$ cat src/rtl/pipeline_hazard_controller_pkg.sv
// Shared types and constants for the pipeline hazard controller.
// Latency: n/a (declarations only).
// Backpressure: n/a.
package pipeline_hazard_controller_pkg;

    // Memory-access sequencer states
    typedef enum logic [1:0] {
        IDLE     = 2'd0,
        MEM_WAIT = 2'd1,
        RELEASE  = 2'd2
    } state_t;

    localparam int REG_AW_DEF = 5;

    // Architectural zero register: writes to it are discarded, so it never creates a dependency
    localparam int REG_ZERO = 0;

endpackage

$ cat src/rtl/pipeline_hazard_controller_if.sv
// Bundle of pipeline-side signals exchanged with the hazard controller.
// Latency: n/a (wiring only).
// Backpressure: freeze/flush outputs are the pipeline's stall controls.
//   master: pipeline stages (drive ID/EXE/MEM state, consume stall controls)
//   slave : hazard controller
interface pipeline_hazard_controller_if #(
    parameter int REG_AW = 5,
    parameter int CNT_W  = 32
);
    logic              forward_en;
    logic [REG_AW-1:0] id_src1;
    logic [REG_AW-1:0] id_src2;
    logic              id_two_src;
    logic [REG_AW-1:0] exe_dest;
    logic              exe_wb_en;
    logic              exe_mem_r_en;
    logic [REG_AW-1:0] mem_dest;
    logic              mem_wb_en;
    logic              mem_req;
    logic              branch_taken;
    logic              sram_ready;

    logic              hazard_detected;
    logic              freeze_pc;
    logic              freeze_if_id;
    logic              flush_if_id;
    logic              flush_id_exe;
    logic              freeze_all;
    logic              sram_start;
    logic              mem_error;
    logic [CNT_W-1:0]  stall_count;

    modport master (
        output forward_en, id_src1, id_src2, id_two_src, exe_dest, exe_wb_en,
               exe_mem_r_en, mem_dest, mem_wb_en, mem_req, branch_taken, sram_ready,
        input  hazard_detected, freeze_pc, freeze_if_id, flush_if_id, flush_id_exe,
               freeze_all, sram_start, mem_error, stall_count
    );

    modport slave (
        input  forward_en, id_src1, id_src2, id_two_src, exe_dest, exe_wb_en,
               exe_mem_r_en, mem_dest, mem_wb_en, mem_req, branch_taken, sram_ready,
        output hazard_detected, freeze_pc, freeze_if_id, flush_if_id, flush_id_exe,
               freeze_all, sram_start, mem_error, stall_count
    );

endinterface

$ cat src/rtl/pipeline_hazard_controller_hazard_compare.sv
// RAW dependency check between the ID sources and the EXE/MEM destinations.
// Latency: purely combinational.
// Backpressure: none; result feeds the stall priority logic in the top.
//   in : i_forward_en, i_id_src1/2, i_id_two_src, i_exe_dest/wb_en/mem_r_en, i_mem_dest/wb_en
//   out: o_hazard
module pipeline_hazard_controller_hazard_compare
    import pipeline_hazard_controller_pkg::*;
#(
    parameter int REG_AW = REG_AW_DEF
) (
    input  logic              i_forward_en,
    input  logic [REG_AW-1:0] i_id_src1,
    input  logic [REG_AW-1:0] i_id_src2,
    input  logic              i_id_two_src,
    input  logic [REG_AW-1:0] i_exe_dest,
    input  logic              i_exe_wb_en,
    input  logic              i_exe_mem_r_en,
    input  logic [REG_AW-1:0] i_mem_dest,
    input  logic              i_mem_wb_en,
    output logic              o_hazard
);

    logic w_exe_live;
    logic w_mem_live;
    logic w_exe_dep;
    logic w_mem_dep;

    // A producer only matters if it actually writes a non-zero register
    assign w_exe_live = i_exe_wb_en && (i_exe_dest != REG_AW'(REG_ZERO));
    assign w_mem_live = i_mem_wb_en && (i_mem_dest != REG_AW'(REG_ZERO));

    assign w_exe_dep = w_exe_live &&
                       ((i_id_src1 == i_exe_dest) || (i_id_two_src && (i_id_src2 == i_exe_dest)));
    assign w_mem_dep = w_mem_live &&
                       ((i_id_src1 == i_mem_dest) || (i_id_two_src && (i_id_src2 == i_mem_dest)));

    // With forwarding, only a load in EXE cannot be bypassed in time
    assign o_hazard = i_forward_en ? (i_exe_mem_r_en && w_exe_dep)
                                   : (w_exe_dep || w_mem_dep);

endmodule

$ cat src/rtl/pipeline_hazard_controller.sv
// Stall/flush sequencer: RAW stalls, taken-branch flushes, and a MEM-access freeze FSM.
// Latency: stall/flush controls combinational; mem_error/stall_count registered.
// Backpressure: freeze_all holds the whole pipeline while an SRAM access is outstanding.
//   in : clk, rst, bus (slave) carrying ID/EXE/MEM operand info, mem_req, branch_taken, sram_ready
//   out: bus hazard_detected, freeze_pc/if_id, flush_if_id/id_exe, freeze_all, sram_start,
//        mem_error, stall_count
module pipeline_hazard_controller
    import pipeline_hazard_controller_pkg::*;
#(
    parameter int REG_AW  = REG_AW_DEF,
    parameter int TIMEOUT = 16,
    parameter int CNT_W   = 32
) (
    input  logic                         clk,
    input  logic                         rst,
    pipeline_hazard_controller_if.slave  bus
);

    localparam int WAIT_W = (TIMEOUT > 2) ? $clog2(TIMEOUT) : 1;

    state_t             r_state;
    state_t             w_state_nxt;
    logic [WAIT_W-1:0]  r_wait_cnt;
    logic [WAIT_W-1:0]  w_wait_cnt_nxt;
    logic               r_mem_error;
    logic               w_mem_error_nxt;
    logic [CNT_W-1:0]   r_stall_cnt;

    logic               w_raw_hazard;
    logic               w_fsm_freeze;
    logic               w_fsm_start;
    logic               w_freeze_all;
    logic               w_flush;
    logic               w_hazard;

    pipeline_hazard_controller_hazard_compare #(
        .REG_AW (REG_AW)
    ) u_hazard_compare (
        .i_forward_en   (bus.forward_en),
        .i_id_src1      (bus.id_src1),
        .i_id_src2      (bus.id_src2),
        .i_id_two_src   (bus.id_two_src),
        .i_exe_dest     (bus.exe_dest),
        .i_exe_wb_en    (bus.exe_wb_en),
        .i_exe_mem_r_en (bus.exe_mem_r_en),
        .i_mem_dest     (bus.mem_dest),
        .i_mem_wb_en    (bus.mem_wb_en),
        .o_hazard       (w_raw_hazard)
    );

    always_comb begin
        w_state_nxt     = r_state;
        w_wait_cnt_nxt  = r_wait_cnt;
        w_mem_error_nxt = r_mem_error;
        w_fsm_freeze    = 1'b0;
        w_fsm_start     = 1'b0;
        case (r_state)
            IDLE: begin
                if (bus.mem_req) begin
                    w_fsm_freeze   = 1'b1;
                    w_fsm_start    = 1'b1;
                    w_wait_cnt_nxt = '0;
                    w_state_nxt    = MEM_WAIT;
                end
            end
            MEM_WAIT: begin
                w_fsm_freeze   = 1'b1;
                w_wait_cnt_nxt = r_wait_cnt + 1'b1;
                if (bus.sram_ready) begin
                    w_state_nxt = RELEASE;
                end else if (r_wait_cnt == WAIT_W'(TIMEOUT - 1)) begin
                    // Give up on the SRAM so the core cannot deadlock; flag it stickily
                    w_state_nxt     = RELEASE;
                    w_mem_error_nxt = 1'b1;
                end
            end
            RELEASE: begin
                // Unfrozen for exactly one cycle so the MEM instruction retires
                w_state_nxt = IDLE;
            end
            default: begin
                w_state_nxt = IDLE;
            end
        endcase
    end

    // Priority: memory freeze masks everything; a taken branch discards the ID
    // instruction, so any dependency it had is moot
    assign w_freeze_all = !rst && w_fsm_freeze;
    assign w_flush      = !rst && !w_fsm_freeze && bus.branch_taken;
    assign w_hazard     = !rst && !w_fsm_freeze && !bus.branch_taken && w_raw_hazard;

    always_ff @(posedge clk) begin
        if (rst) begin
            r_state     <= IDLE;
            r_wait_cnt  <= '0;
            r_mem_error <= 1'b0;
            r_stall_cnt <= '0;
        end else begin
            r_state     <= w_state_nxt;
            r_wait_cnt  <= w_wait_cnt_nxt;
            r_mem_error <= w_mem_error_nxt;
            if ((w_freeze_all || w_hazard) && (r_stall_cnt != '1)) begin
                r_stall_cnt <= r_stall_cnt + 1'b1;
            end
        end
    end

    assign bus.hazard_detected = w_hazard;
    assign bus.freeze_pc       = w_hazard;
    assign bus.freeze_if_id    = w_hazard;
    assign bus.flush_if_id     = w_flush;
    assign bus.flush_id_exe    = w_flush;
    assign bus.freeze_all      = w_freeze_all;
    assign bus.sram_start      = !rst && w_fsm_start;
    assign bus.mem_error       = r_mem_error;
    assign bus.stall_count     = r_stall_cnt;

endmodule
$ cat src/flat_wrapper.sv
// flat-port wrapper written by rule: the top's interface ports become plain ports
module pipeline_hazard_controller_flat import pipeline_hazard_controller_pkg::*;
#(
    parameter int REG_AW  = REG_AW_DEF,
    parameter int TIMEOUT = 16,
    parameter int CNT_W   = 32
)
  (clk, rst, bus_forward_en, bus_id_src1, bus_id_src2, bus_id_two_src, bus_exe_dest, bus_exe_wb_en, bus_exe_mem_r_en, bus_mem_dest, bus_mem_wb_en, bus_mem_req, bus_branch_taken, bus_sram_ready, bus_hazard_detected, bus_freeze_pc, bus_freeze_if_id, bus_flush_if_id, bus_flush_id_exe, bus_freeze_all, bus_sram_start, bus_mem_error, bus_stall_count);
  pipeline_hazard_controller_if #(.REG_AW(REG_AW), .CNT_W(CNT_W)) bus_i ();
  input  logic clk;
  input  logic rst;
  input wire logic [$bits(bus_i.forward_en)-1:0] bus_forward_en;
  input wire logic [$bits(bus_i.id_src1)-1:0] bus_id_src1;
  input wire logic [$bits(bus_i.id_src2)-1:0] bus_id_src2;
  input wire logic [$bits(bus_i.id_two_src)-1:0] bus_id_two_src;
  input wire logic [$bits(bus_i.exe_dest)-1:0] bus_exe_dest;
  input wire logic [$bits(bus_i.exe_wb_en)-1:0] bus_exe_wb_en;
  input wire logic [$bits(bus_i.exe_mem_r_en)-1:0] bus_exe_mem_r_en;
  input wire logic [$bits(bus_i.mem_dest)-1:0] bus_mem_dest;
  input wire logic [$bits(bus_i.mem_wb_en)-1:0] bus_mem_wb_en;
  input wire logic [$bits(bus_i.mem_req)-1:0] bus_mem_req;
  input wire logic [$bits(bus_i.branch_taken)-1:0] bus_branch_taken;
  input wire logic [$bits(bus_i.sram_ready)-1:0] bus_sram_ready;
  output wire logic [$bits(bus_i.hazard_detected)-1:0] bus_hazard_detected;
  output wire logic [$bits(bus_i.freeze_pc)-1:0] bus_freeze_pc;
  output wire logic [$bits(bus_i.freeze_if_id)-1:0] bus_freeze_if_id;
  output wire logic [$bits(bus_i.flush_if_id)-1:0] bus_flush_if_id;
  output wire logic [$bits(bus_i.flush_id_exe)-1:0] bus_flush_id_exe;
  output wire logic [$bits(bus_i.freeze_all)-1:0] bus_freeze_all;
  output wire logic [$bits(bus_i.sram_start)-1:0] bus_sram_start;
  output wire logic [$bits(bus_i.mem_error)-1:0] bus_mem_error;
  output wire logic [$bits(bus_i.stall_count)-1:0] bus_stall_count;
  assign bus_i.forward_en = bus_forward_en;
  assign bus_i.id_src1 = bus_id_src1;
  assign bus_i.id_src2 = bus_id_src2;
  assign bus_i.id_two_src = bus_id_two_src;
  assign bus_i.exe_dest = bus_exe_dest;
  assign bus_i.exe_wb_en = bus_exe_wb_en;
  assign bus_i.exe_mem_r_en = bus_exe_mem_r_en;
  assign bus_i.mem_dest = bus_mem_dest;
  assign bus_i.mem_wb_en = bus_mem_wb_en;
  assign bus_i.mem_req = bus_mem_req;
  assign bus_i.branch_taken = bus_branch_taken;
  assign bus_i.sram_ready = bus_sram_ready;
  assign bus_hazard_detected = bus_i.hazard_detected;
  assign bus_freeze_pc = bus_i.freeze_pc;
  assign bus_freeze_if_id = bus_i.freeze_if_id;
  assign bus_flush_if_id = bus_i.flush_if_id;
  assign bus_flush_id_exe = bus_i.flush_id_exe;
  assign bus_freeze_all = bus_i.freeze_all;
  assign bus_sram_start = bus_i.sram_start;
  assign bus_mem_error = bus_i.mem_error;
  assign bus_stall_count = bus_i.stall_count;
  pipeline_hazard_controller #(.REG_AW(REG_AW), .TIMEOUT(TIMEOUT), .CNT_W(CNT_W)) u_core (.clk(clk), .rst(rst), .bus(bus_i));
endmodule
$ cat config.mk
export PLATFORM = sky130hd
export DESIGN_NAME = pipeline_hazard_controller_flat
export DESIGN_NICKNAME = d
export VERILOG_FILES = /design/src/rtl/pipeline_hazard_controller_pkg.sv /design/src/rtl/pipeline_hazard_controller_if.sv /design/src/rtl/pipeline_hazard_controller_hazard_compare.sv /design/src/rtl/pipeline_hazard_controller.sv /design/src/flat_wrapper.sv
export SDC_FILE = /design/constraint.sdc
export NUM_CORES = 1
export LEC_CHECK = 0
export BUFFER_PORTS_ARGS = -buffer_cell sky130_fd_sc_hd__buf_2
export CORE_MARGIN = 2
export CORE_UTILIZATION = 35
export CTS_CLUSTER_DIAMETER = 60
export DETAILED_ROUTE_END_ITERATION = 8
export PLACE_DENSITY = 0.62
export SYNTH_ARGS = -nofsm -noshare
export SYNTH_HDL_FRONTEND = slang
export SYNTH_SLANG_ARGS = --single-unit
$ cat constraint.sdc
create_clock -name clk -period 6.2 [get_ports clk]
set_clock_uncertainty 0.05 [all_clocks]
set_input_delay 0.31 -clock clk [delete_from_list [all_inputs] [get_ports clk]]
set_output_delay 0.31 -clock clk [all_outputs]
set_load 0.02 [all_outputs]
==> metrics.yaml <==
outcome: "completed"
die_height_um: 87.2
crit_required_ns: 6.34
slew_headroom: 0.284
hp-class: "in -> reg"
syn-instance-count: 295
cts_buffers: 5
ioPinCount: 70
ys_warn_count: 0
design.die.area_um2: 7600
ir_drop_v: 0.0000849
ant_nets: 0
tightest_slew_ns: 1.07
grt_antenna_before_repair: 0
clockBufferDepth: 2
ys_types: 46
cts.sinks: 39
finalMaxSlewViolations: 0
critPathCapture: "u_core.bus.stall_count[26]$_SDFFE_PP0P_"
ys.flop_type: "dfxtp_1"
antenna_cells: 0
power_density_nw_per_um2: 189
tritoncts: "built"
dpl_cell_area_um2: 2780
maxCapViolations: 0
finalPower_mw: 0.548
syn_nets: 327
crit_path_start: "rst"
syn-cell-area_um2: 2420
worstReg2RegStart: "u_core.bus.stall_count[12]$_SDFFE_PP0P_"
grt_pass1_vias: 2060
grt_max_degree: 64
ys_ff_latch: 39
wl_per_cell_um: 13.3
crit_type: "in -> reg"
post_cts_buffers: 0
cts_hold_buf: 0
rows: 30
synth_edf_count: 0
initial_core_util: 0.358
syn_avg_cell_area_um2: 8.21
core_um2: 6760
rsz0062_at_grt: "false"
drive_above_1_share: 0.299
dp_cells: 426
drt-total-wl_um: 5780
dp_hpwl_um: 4200
ff2ff_path_depth: 6
gp_congestion: 0.845
r2r_end: "u_core.bus.stall_count[18]$_SDFFE_PP0P_"
cts_resized: 0
finalHoldViolations: 0
clockRootBuffer: "clkbuf_8"
dr.pass1.iters: 4
grt_util_all_layers: 0.156
cp-start-kind: "input port"
grt_pass1_wl_um: 9540
p_leak_nw: 1.24
setup_tns_ns: 0
synth-async-reset-ratio: 0
fin_util: 0.428
vias: 2264
period_share: 0.464
fin_nets: 385
fmax_mhz: 348
syn_to_final_growth_pct: 19.5
crit_fanout: 63
fillers: 695
fin_area_um2: 2890
setup_viol: 0
clk_pin_slew_ns: 0.08
cp.arrival_ns: 3.02
setup.worst_path.end_class: "register"
ff2ff_setup_slack_ns: 3.45
yosysSeqAreaShare: 0.322
portBuffers: 69
post-route-min-period_ns: 2.88
die_w_um: 87.2
drt-initial-drc-count: 98
avgViaCountPerCell: 5.22
drc: 0
fin_cells: 434
ctsHtreeMaxLevel: 2
clk_latency_ns: 0.29
grt_remaining_overflow: 0
## critical path, cell delays in order
cell      delay (ns)
buf_2           0.80
nor2_1          0.14
or2_2           0.33
nand3b_1        0.70
nand4_1         0.37
mux2_2          0.35
## per-stage QoR
| stage | hold slack [ns] | setup WS (ns) |
|---|---|---|
| global placement | 0.415 | 3.08 |
| detailed placement | 0.413 | 3.02 |
| CTS | 0.255 | 3.33 |
| floorplan | 0.416 | 3.78 |
| finish | 0.259 | 3.32 |
| global route | 0.255 | 3.06 |
## state kept, by name, summed over array words and instances, names as in the netlist
name	cells
u_core.bus.mem_error	1
u_core.bus.stall_count	32
u_core.r_wait_cnt	4
u_core.r_state	2
## layout by cell type, fill, tap and decap left out, types with 4 or more instances in the layout
cell,instances
buf_2,69
dfxtp_1,39
nor2_1,38
xnor2_1,20
nor2b_1,20
nand3_1,17
nand4_1,17
mux2_2,17
nand2_1,15
a21oi_1,13
nand2b_1,8
nor3_1,8
o21ai_0,6
clkbuf_8,6
or3_1,5
and3_1,4
mux2i_1,4
a31o_2,4
## Yosys cell counts (3+ instances only)
master	number	share of area
buf_4	3	0.0093
nor3_1	8	0.017
and4_1	3	0.011
nand3_1	17	0.035
or4_1	3	0.0093
or3_1	5	0.013
a31o_2	4	0.014
o21ai_0	6	0.012
nand4b_1	3	0.011
and2_1	3	0.0078
inv_1	3	0.0047
a21oi_1	13	0.027
mux2_2	17	0.079
nand2b_1	8	0.021
nor2b_1	20	0.052
nand4_1	17	0.044
and3_1	4	0.010
nor2_1	38	0.059
dfxtp_1	39	0.32
o31ai_1	3	0.0093
clkbuf_1	8	0.012
nor3_2	3	0.012
mux2i_1	4	0.017
buf_2	3	0.0062
xnor2_1	20	0.072
nand2_1	15	0.023
## worst min path at each step
stage                                        end  slack, ns                              start  depth (start not counted)
2_1_floorplan  u_core.r_wait_cnt[0]$_SDFFE_PP0P_       0.42  u_core.r_wait_cnt[0]$_SDFFE_PP0P_                          1
3_3_place_gp   u_core.bus.mem_error$_SDFFE_PP0P_       0.42  u_core.bus.mem_error$_SDFFE_PP0P_                          2
3_5_place_dp   u_core.bus.mem_error$_SDFFE_PP0P_       0.41  u_core.bus.mem_error$_SDFFE_PP0P_                          2
4_1_cts           u_core.r_state[1]$_SDFFE_PP0P_       0.26                     bus_sram_ready                          3
5_1_grt           u_core.r_state[1]$_SDFFE_PP0P_       0.25                     bus_sram_ready                          3
6_report          u_core.r_state[1]$_SDFFE_PP0P_       0.26                     bus_sram_ready                          3
## layer usage
layer  track usage  vias up  part of all wire
met5             0        -                 0
met4        0.0448        0             0.014
met3        0.0398        8             0.040
met2         0.244       44              0.45
met1         0.213     1049              0.49
li1              -     1163                 -
## report_power, final
| part | internal, mW | switching (mW) | total [mW] |
|---|---|---|---|
| clock network | 0.130 | 0.0919 | 0.222 |
| registers | 0.253 | 0.00324 | 0.256 |
| logic | 0.0278 | 0.0413 | 0.0691 |
## area by class of cell
cell class	count	area, um^2	area share
Tap cell	80	100	0.0346
Timing Repair Buffer	69	345	0.119
Multi-Input combinational cell	235	1540	0.532
Clock inverter	2	35.0	0.0121
Clock buffer	6	82.6	0.0285
Sequential cell	39	781	0.270
Inverter	3	11.3	0.00389
## cells by family after synthesis
kind of cell             count (synthesis)  synth area share
AO/OA/AOI/OAI                           34            0.0879
buffers and inverters                   21            0.0424
XOR/XNOR                                20            0.0724
flip-flops                              39             0.322
multiplexers                            22             0.102
adder cells (fa/ha/maj)                  2            0.0103
AND/OR/NAND/NOR                        157             0.363
Note: power is estimated with default switching activity, not from simulation.
